===== src/rtl/regfile_pkg.sv =====
// rtl/regfile_pkg.sv - shared constants and helpers for the scoreboarded register file
package regfile_pkg;

    localparam int DEF_DATA_W = 32;
    localparam int DEF_ADDR_W = 5;
    localparam int DEF_NUM_RD = 2;
    localparam int ZERO_ADDR  = 0;

    // Largest count a CNT_W-bit pending counter may hold (2**CNT_W-1).
    function automatic int pending_max(input int cnt_w);
        return (1 << cnt_w) - 1;
    endfunction

endpackage


===== src/rtl/pending_scoreboard.sv =====
// rtl/pending_scoreboard.sv - per-register in-flight producer counters
module pending_scoreboard
    import regfile_pkg::*;
#(
    parameter int ADDR_W   = DEF_ADDR_W,
    parameter int CNT_W    = 2,
    parameter int ZERO_REG = 1
) (
    input  logic                       clk,
    input  logic                       reset,
    input  logic                       iss_valid,
    input  logic [ADDR_W-1:0]          iss_addr,
    output logic                       iss_ready,
    input  logic                       wr_en,
    input  logic [ADDR_W-1:0]          wr_addr,
    output logic [(1 << ADDR_W)-1:0]   pending,
    output logic [(1 << ADDR_W)-1:0]   last_one
);

    localparam int DEPTH = 1 << ADDR_W;
    localparam logic [CNT_W-1:0] CNT_MAX = CNT_W'(pending_max(CNT_W));
    localparam logic [CNT_W-1:0] CNT_ONE = CNT_W'(1);

    logic [CNT_W-1:0] cnt [DEPTH];
    logic             iss_is_zero;
    logic             iss_accept;

    // Issues to the hardwired zero register are accepted but never tracked.
    always_comb begin
        iss_is_zero = (ZERO_REG != 0) && (iss_addr == ADDR_W'(ZERO_ADDR));
        iss_ready   = iss_is_zero || (cnt[iss_addr] != CNT_MAX);
        iss_accept  = iss_valid && iss_ready && !iss_is_zero;
    end

    // Count up on accepted issue, down on retiring write; both together cancel.
    always_ff @(posedge clk) begin
        if (reset) begin
            for (int r = 0; r < DEPTH; r++) begin
                cnt[r] <= '0;
            end
        end else begin
            for (int r = 0; r < DEPTH; r++) begin
                if (iss_accept && (iss_addr == ADDR_W'(r))
                    && !(wr_en && (wr_addr == ADDR_W'(r)) && (cnt[r] != '0))) begin
                    cnt[r] <= cnt[r] + CNT_ONE;
                end else if (!(iss_accept && (iss_addr == ADDR_W'(r)))
                             && wr_en && (wr_addr == ADDR_W'(r)) && (cnt[r] != '0)) begin
                    cnt[r] <= cnt[r] - CNT_ONE;
                end
            end
        end
    end

    // Flatten counters into raw pending and "single producer left" bits.
    always_comb begin
        for (int r = 0; r < DEPTH; r++) begin
            pending[r]  = (cnt[r] != '0);
            last_one[r] = (cnt[r] == CNT_ONE);
        end
    end

endmodule


===== src/rtl/regfile_scoreboard.sv =====
// rtl/regfile_scoreboard.sv - multi-port register file with bypass and pending-write scoreboard
module regfile_scoreboard
    import regfile_pkg::*;
#(
    parameter int DATA_W   = DEF_DATA_W,
    parameter int ADDR_W   = DEF_ADDR_W,
    parameter int NUM_RD   = DEF_NUM_RD,
    parameter int CNT_W    = 2,
    parameter int BYPASS   = 1,
    parameter int ZERO_REG = 1
) (
    input  logic                       clk,
    input  logic                       reset,
    input  logic [NUM_RD*ADDR_W-1:0]   rd_addr,
    output logic [NUM_RD*DATA_W-1:0]   rd_data,
    output logic [NUM_RD-1:0]          rd_hazard,
    input  logic                       wr_en,
    input  logic [ADDR_W-1:0]          wr_addr,
    input  logic [DATA_W-1:0]          wr_data,
    input  logic                       iss_valid,
    input  logic [ADDR_W-1:0]          iss_addr,
    output logic                       iss_ready
);

    localparam int DEPTH = 1 << ADDR_W;

    logic [DATA_W-1:0] regs [DEPTH];
    logic [DEPTH-1:0]  pending;
    logic [DEPTH-1:0]  last_one;
    logic              wr_is_zero;

    assign wr_is_zero = (ZERO_REG != 0) && (wr_addr == ADDR_W'(ZERO_ADDR));

    pending_scoreboard #(
        .ADDR_W   (ADDR_W),
        .CNT_W    (CNT_W),
        .ZERO_REG (ZERO_REG)
    ) u_scoreboard (
        .clk       (clk),
        .reset     (reset),
        .iss_valid (iss_valid),
        .iss_addr  (iss_addr),
        .iss_ready (iss_ready),
        .wr_en     (wr_en),
        .wr_addr   (wr_addr),
        .pending   (pending),
        .last_one  (last_one)
    );

    // Writeback into the data array; the zero register is never written.
    always_ff @(posedge clk) begin
        if (reset) begin
            for (int r = 0; r < DEPTH; r++) begin
                regs[r] <= '0;
            end
        end else if (wr_en && !wr_is_zero) begin
            regs[wr_addr] <= wr_data;
        end
    end

    for (genvar i = 0; i < NUM_RD; i++) begin : g_rd
        logic [ADDR_W-1:0] a;
        logic              a_is_zero;
        logic              wr_hit;

        assign a         = rd_addr[i*ADDR_W +: ADDR_W];
        assign a_is_zero = (ZERO_REG != 0) && (a == ADDR_W'(ZERO_ADDR));
        assign wr_hit    = (BYPASS != 0) && wr_en && (wr_addr == a);

        // Read mux: zero register, then forwarded writeback, then stored value.
        always_comb begin
            rd_data[i*DATA_W +: DATA_W] = regs[a];
            rd_hazard[i]                = pending[a];
            if (a_is_zero) begin
                rd_data[i*DATA_W +: DATA_W] = '0;
                rd_hazard[i]                = 1'b0;
            end else if (wr_hit) begin
                rd_data[i*DATA_W +: DATA_W] = wr_data;
                if (last_one[a]) begin
                    rd_hazard[i] = 1'b0;
                end
            end
        end
    end

endmodule


===== config.mk =====
export PLATFORM = sky130hd
export DESIGN_NAME = regfile_scoreboard
export DESIGN_NICKNAME = d
export VERILOG_FILES = /design/src/rtl/regfile_pkg.sv /design/src/rtl/pending_scoreboard.sv /design/src/rtl/regfile_scoreboard.sv
export SDC_FILE = /design/constraint.sdc
export NUM_CORES = 2
export LEC_CHECK = 0
export ABC_CLOCK_PERIOD_IN_PS = 5750
export BUFFER_PORTS_ARGS = -buffer_cell sky130_fd_sc_hd__buf_2
export CAP_MARGIN = 5
export CORE_MARGIN = 1.5
export CORE_UTILIZATION = 60
export DETAILED_ROUTE_END_ITERATION = 8
export PLACE_DENSITY_LB_ADDON = 0.2
export SLEW_MARGIN = 20
export SYNTH_ARGS = -nofsm -noshare
export SYNTH_HDL_FRONTEND = slang
export SYNTH_SLANG_ARGS = --single-unit

===== constraint.sdc =====
create_clock -name clk -period 5.75 [get_ports clk]
set_input_delay 0.575 -clock clk [delete_from_list [all_inputs] [get_ports clk]]
set_output_delay 0.575 -clock clk [all_outputs]
set_load 0.01 [all_outputs]

* Word-level counts from Yosys, hierarchy flattened
Memory sizes are Yosys's and may differ from the RTL's.
Cells that the tools add are included.
** Word-level totals
- Bits in registers :: 0
- Bits in writable memories :: 1088
- Output and inout port bits :: 67
- Memories :: 2
** Cells by class
- $add $sub $neg :: 64
- Magnitude comparators :: 2
- Equal/unequal tests :: 97
- Muxes and demuxes :: 314
- Bitwise gates (word level) :: 64
- Reduce and logical (&&, ||, !) cells :: 333
** Memories
- regs :: depth 32, width 32, rd ports 2, clocked after Yosys merged registers in 0, wr ports 32, RTL line regfile_scoreboard.sv:27 : logic [DATA_W-1:0] regs [DEPTH];
- u_scoreboard.cnt :: depth 32, width 2, rd ports 33, clocked after Yosys merged registers in 0, wr ports 32, RTL line pending_scoreboard.sv:24 : logic [CNT_W-1:0] cnt [DEPTH];
** Operators by type and width (count)
- 1-bit two-way mux :: 240
- 1-bit logical AND :: 229
- 5-bit == test (second input constant) :: 32
- 32-bit two-way mux :: 5
- 2-bit two-way mux :: 64
- 5-bit by 4-bit == test with 1-bit output (second input constant) :: 16
- 1-bit zero test :: 66
- 2-bit by 1-bit adder with 2-bit output (second input constant) :: 32
- 2-bit by 1-bit == test with 1-bit output (second input constant) :: 32
- 1-bit OR :: 64
- 2-bit nonzero test :: 32
- 2-bit by 1-bit subtractor with 2-bit output (second input constant) :: 32
- 5-bit by 3-bit == test with 1-bit output (second input constant) :: 8
- 32-bit OR reduction :: 1
- 1-bit binary-select mux with 5-bit select :: 4
- 5-bit by 2-bit == test with 1-bit output (second input constant) :: 4
- 5-bit zero test :: 4
- 5-bit by 6-bit < comparator with 1-bit output (second input constant) :: 2
- 5-bit by 1-bit == test with 1-bit output (second input constant) :: 2
- 5-bit == test :: 2
- 5-bit two-way mux :: 1
- 2-bit != test (second input constant) :: 1
- 1-bit logical OR :: 1

* Logic depth before layout (Yosys ltp)
An unclocked memory read counts as a cell.
- Depth in word-level cells :: 15
- Depth in mapped cells :: 12

* Hierarchy
From an unflattened synthesis, not the netlist that was laid out.
** Unflattened totals
- Cells, all modules :: 4519
- Area total of the unflattened synthesis :: 61886.9 sq um
** Modules (own cells, without submodules)
- regfile_scoreboard :: instances 1, cells each 3922, area each 56456.6 sq um, seq. area each 30749.5 sq um
- pending_scoreboard :: instances 1, cells each 597, area each 5430.2 sq um, seq. area each 1921.8 sq um

* Worst setup path before layout
OpenSTA, ideal clock, no wires.
- Kind :: in2reg
- From :: in wr_addr[0]
- To :: mem regs[15][0] (netlist name), enable pin
- Library setup time :: 466 ps
- Data arrival time :: 3930 ps
- Required time :: 5284 ps
- Setup slack :: 1354 ps
- Stages on the path :: 6
- Path buffers :: 3
- Path through :: clkbuf_1 or2_2 clkbuf_1 o21ai_1 clkbuf_1 o21ai_0
** RTL lines
- start, declared :: RTL line regfile_scoreboard.sv:18 : input logic [ADDR_W-1:0] wr_addr,
- end, declared :: RTL line regfile_scoreboard.sv:27

* Worst setup path in the final report
- From :: in rd_addr[7]
- To :: out rd_data[36]
** On the way
- Word-level cells in the longest chain between the ends :: 4
- Elaborated cells on any way between the ends :: 6
- Those cells by class :: 1 x eq/ne; 2 x mux; 2 x reduce/logical; 1 x memory
** Ends and longest elaborated chain
- start, declared :: RTL line regfile_scoreboard.sv:14 : input logic [NUM_RD*ADDR_W-1:0] rd_addr,
- parallel branches: the longest is 3 deep, another holds memory read 32 x 32 bit
- 32-bit two-way mux (*) :: RTL line regfile_scoreboard.sv:74 : if (a_is_zero) begin
- end, declared :: RTL line regfile_scoreboard.sv:15 : output logic [NUM_RD*DATA_W-1:0] rd_data,
Every way passes the cells marked *.

==> results.md <==
* Max VDD drop at 304 uV
* CTS tree: yes
* WP data required at ~5.2 ns
* Seq cells post-synth at 1088
* Clock slew at reported path FFs at roughly 0.06 ns
* Design area at between 0.06 and 0.07 sq mm
* Initial core utilization at 0.605
* Setup Viol. Count Final at 0
* CP Depth at 8
* Startpoint Class: input pin
* Met1 wire length at 71500 um
* Post-route ant nets at 0
* IO Pins at 123
* First-pass GRT wire length at 291000 um
* Dpl hpwl at 119000 um
* # Post-CTS Setup Buffers at 0
* I/O Buffers at 122
* Leading cell type in the layout, fill and taps excluded: edfxtp_1
* Total Wirelength at 206000 um
* Max Root-Sink Buffers at 3
* Final-stage net count at 4350
* Met2 WL post-DR at 92500 um
* CTS Buf Count at 115
* DR WL met3 at roughly 32000 um
* Asr flop ratio synth at 0
* Clock latency on the worst-skew pair at 0.74 ns
* Hold buffer count at cts at 0
* Placed inst area at 0.0641 sq mm
* Synthesized area per cell at 14.4 sq um
* Slowest CP cell: a211oi_1
* # rows at 117
* Warnings, synthesis at 0
* Initial antenna violation count at 22
* Post-DR vias/cell at 7.32
* Die X at 323 um
* Overflow left after global routing at 0
* Fin crit period at 4.46 ns
* Wirelength per Cell at 36.2 um
* Crit path largest cell delay at 0.90 ns
* Hold Crit Class: in2reg
* Top Layer Used: met5
* Crit path DAT at 3.88 ns
* Max Cap Viol at 0
* Core footprint at 0.102 sq mm
* Die Footprint at 0.105 sq mm
* Commonest cells after routing, fill and taps aside: edfxtp_1, and2_1, mux4_2, mux2i_1, clkbuf_16
* Most numerous cell on the critical path: a211oi_1
* EDFF count, synth at 1088
* Final Core Density at 0.669
* Drt initial violations at ~7600
* Fillcell total at 7089
* H-Tree Depth at 3
* Relative slew slack at 0.146
* Synthesized cell area at 0.0616 sq mm
* WHS Path Cells at 1
* Critical setup path kind: in2out
* Outcome: finished clean
* Gr usage total at 0.399
* Final period util at 0.776
* Final number of hold-violating endpoints at 0
* Cells after synthesis at 4273
* Die Y at 323 um
* Main synth FF type: edfxtp_1
* Crit-path max FO at 49
* Worst r2r path cells at 6
* Least-Margin Pin Slew at 1.28 ns
* Area grow syn2layout at 10.5%
* Drt drc at 0
* Largest net degree at the start of global routing at 95
* Worst Skew at between 0.015 and 0.02 ns
* Vias in the first global route at 39993
* DR vias at 41786
* Max Slew Vio Count at 0
* Post-synthesis sequential area ratio at 0.530
* Root buffer cell: clkbuf_16
* TritonRoute pass-1 iters at 6
* Sink Count at 1088
* P per Cell Area at 290 mW/mm^2
* Synth cell types at 61
* Fmax at 224 MHz
* Setup TNS at 0 ns
* Crit path buf inv count at 3
* Critical path capture point type: output pin
* Share of cells above drive strength 1 at 0.266
* RD Place Congestion at 0.891
* Post-cts resize count at 0
* CP cell instances: buf_6 > buf_4 > mux4_2 > mux2i_1 > a211oi_1 > a211oi_1 > nor3_1 > buf_2
* RSZ-0062 raised after global routing: false
* CP delay by family, top: buffers and inverters
* Leak at 0.0238 uW
-- registers in the layout (all words and copies together) (netlist names) --
signal	cells
u_scoreboard.cnt	64
regs	1024
-- power by group --
part	internal, uW	switching, uW
combinational	1120	1510
clock	4370	3290
sequential	9180	239
total	14700	5040
-- layout make-up --
class	instances	area, sq um	share of cell area
Clock inverter	82	868	0.0128
Inverter	66	249	0.00366
Multi-Input combinational cell	2706	27500	0.404
Antenna cell	13	32.5	0.000478
Sequential cell	1088	32700	0.480
Clock buffer	130	2960	0.0434
Timing Repair Buffer	253	2050	0.0301
Tap cell	1368	1710	0.0251
-- synth_stat cells (all sizes together), types with 11 or more instances --
cell,count,share of area
nor2b,28,0.0028
and2,994,0.10
nand2,80,0.0050
o21ai,61,0.0050
xor2,22,0.0031
clkbuf,311,0.019
a221oi,19,0.0027
a21oi,78,0.0063
a31oi,15,0.0015
a211o,15,0.0021
mux2i,165,0.027
nand2b,11,0.0011
a211oi,51,0.0063
or2,11,0.0011
nor2,122,0.0074
mux4,551,0.20
mux2,88,0.016
ha,64,0.013
a22oi,19,0.0025
edfxtp,1088,0.53
a21boi,15,0.0018
buf,133,0.011
nor3,45,0.0037
o22ai,16,0.0016
nand3,39,0.0032
nor4,22,0.0024
o221ai,30,0.0043
inv,65,0.0040
or3,57,0.0058
-- per-layer routing --
| layer | up-vias | track usage |
|---|---|---|
| li1 | 16278 | - |
| met1 | 21126 | 0.538 |
| met2 | 3691 | 0.592 |
| met3 | 681 | 0.128 |
| met4 | 10 | 0.187 |
| met5 | - | 0 |
-- stage by stage --
step	setup slack, ns	hold WS, ns	instances	power (uW)
2_1_floorplan	1.35	0.560	4304	11200
3_3_place_gp	1.37	0.591	5469	12100
3_5_place_dp	1.34	0.603	5476	12100
4_1_cts	1.42	0.370	5688	19600
5_1_grt	1.23	0.397	5693	20100
6_report	1.29	0.412	5706	19700
-- cell families after synthesis --
logic type / after synthesis / synth area share
compound gates: 354 / 0.0388
xor+xnor: 27 / 0.00384
fa+ha+maj: 64 / 0.0130
buf+inv: 510 / 0.0340
flops: 1088 / 0.530
mux: 804 / 0.245
other cells: 1 / 0.0000609
simple gates: 1425 / 0.135
-- final timing paths --
path,end,slack (ns),start
setup / recovery,rd_data[36],1.29,rd_addr[7]
setup reg to reg,u_scoreboard.cnt[31][1]$_SDFFCE_PP0P_,3.00,u_scoreboard.cnt[21][0]$_SDFFCE_PP0P_
hold reg to reg,u_scoreboard.cnt[13][0]$_SDFFCE_PN0P_,0.61,u_scoreboard.cnt[13][0]$_SDFFCE_PN0P_
hold / removal,regs[0][18]$_SDFFCE_PN0P_,0.41,reset
No activity file was read; power rests on OpenSTA's default activity.
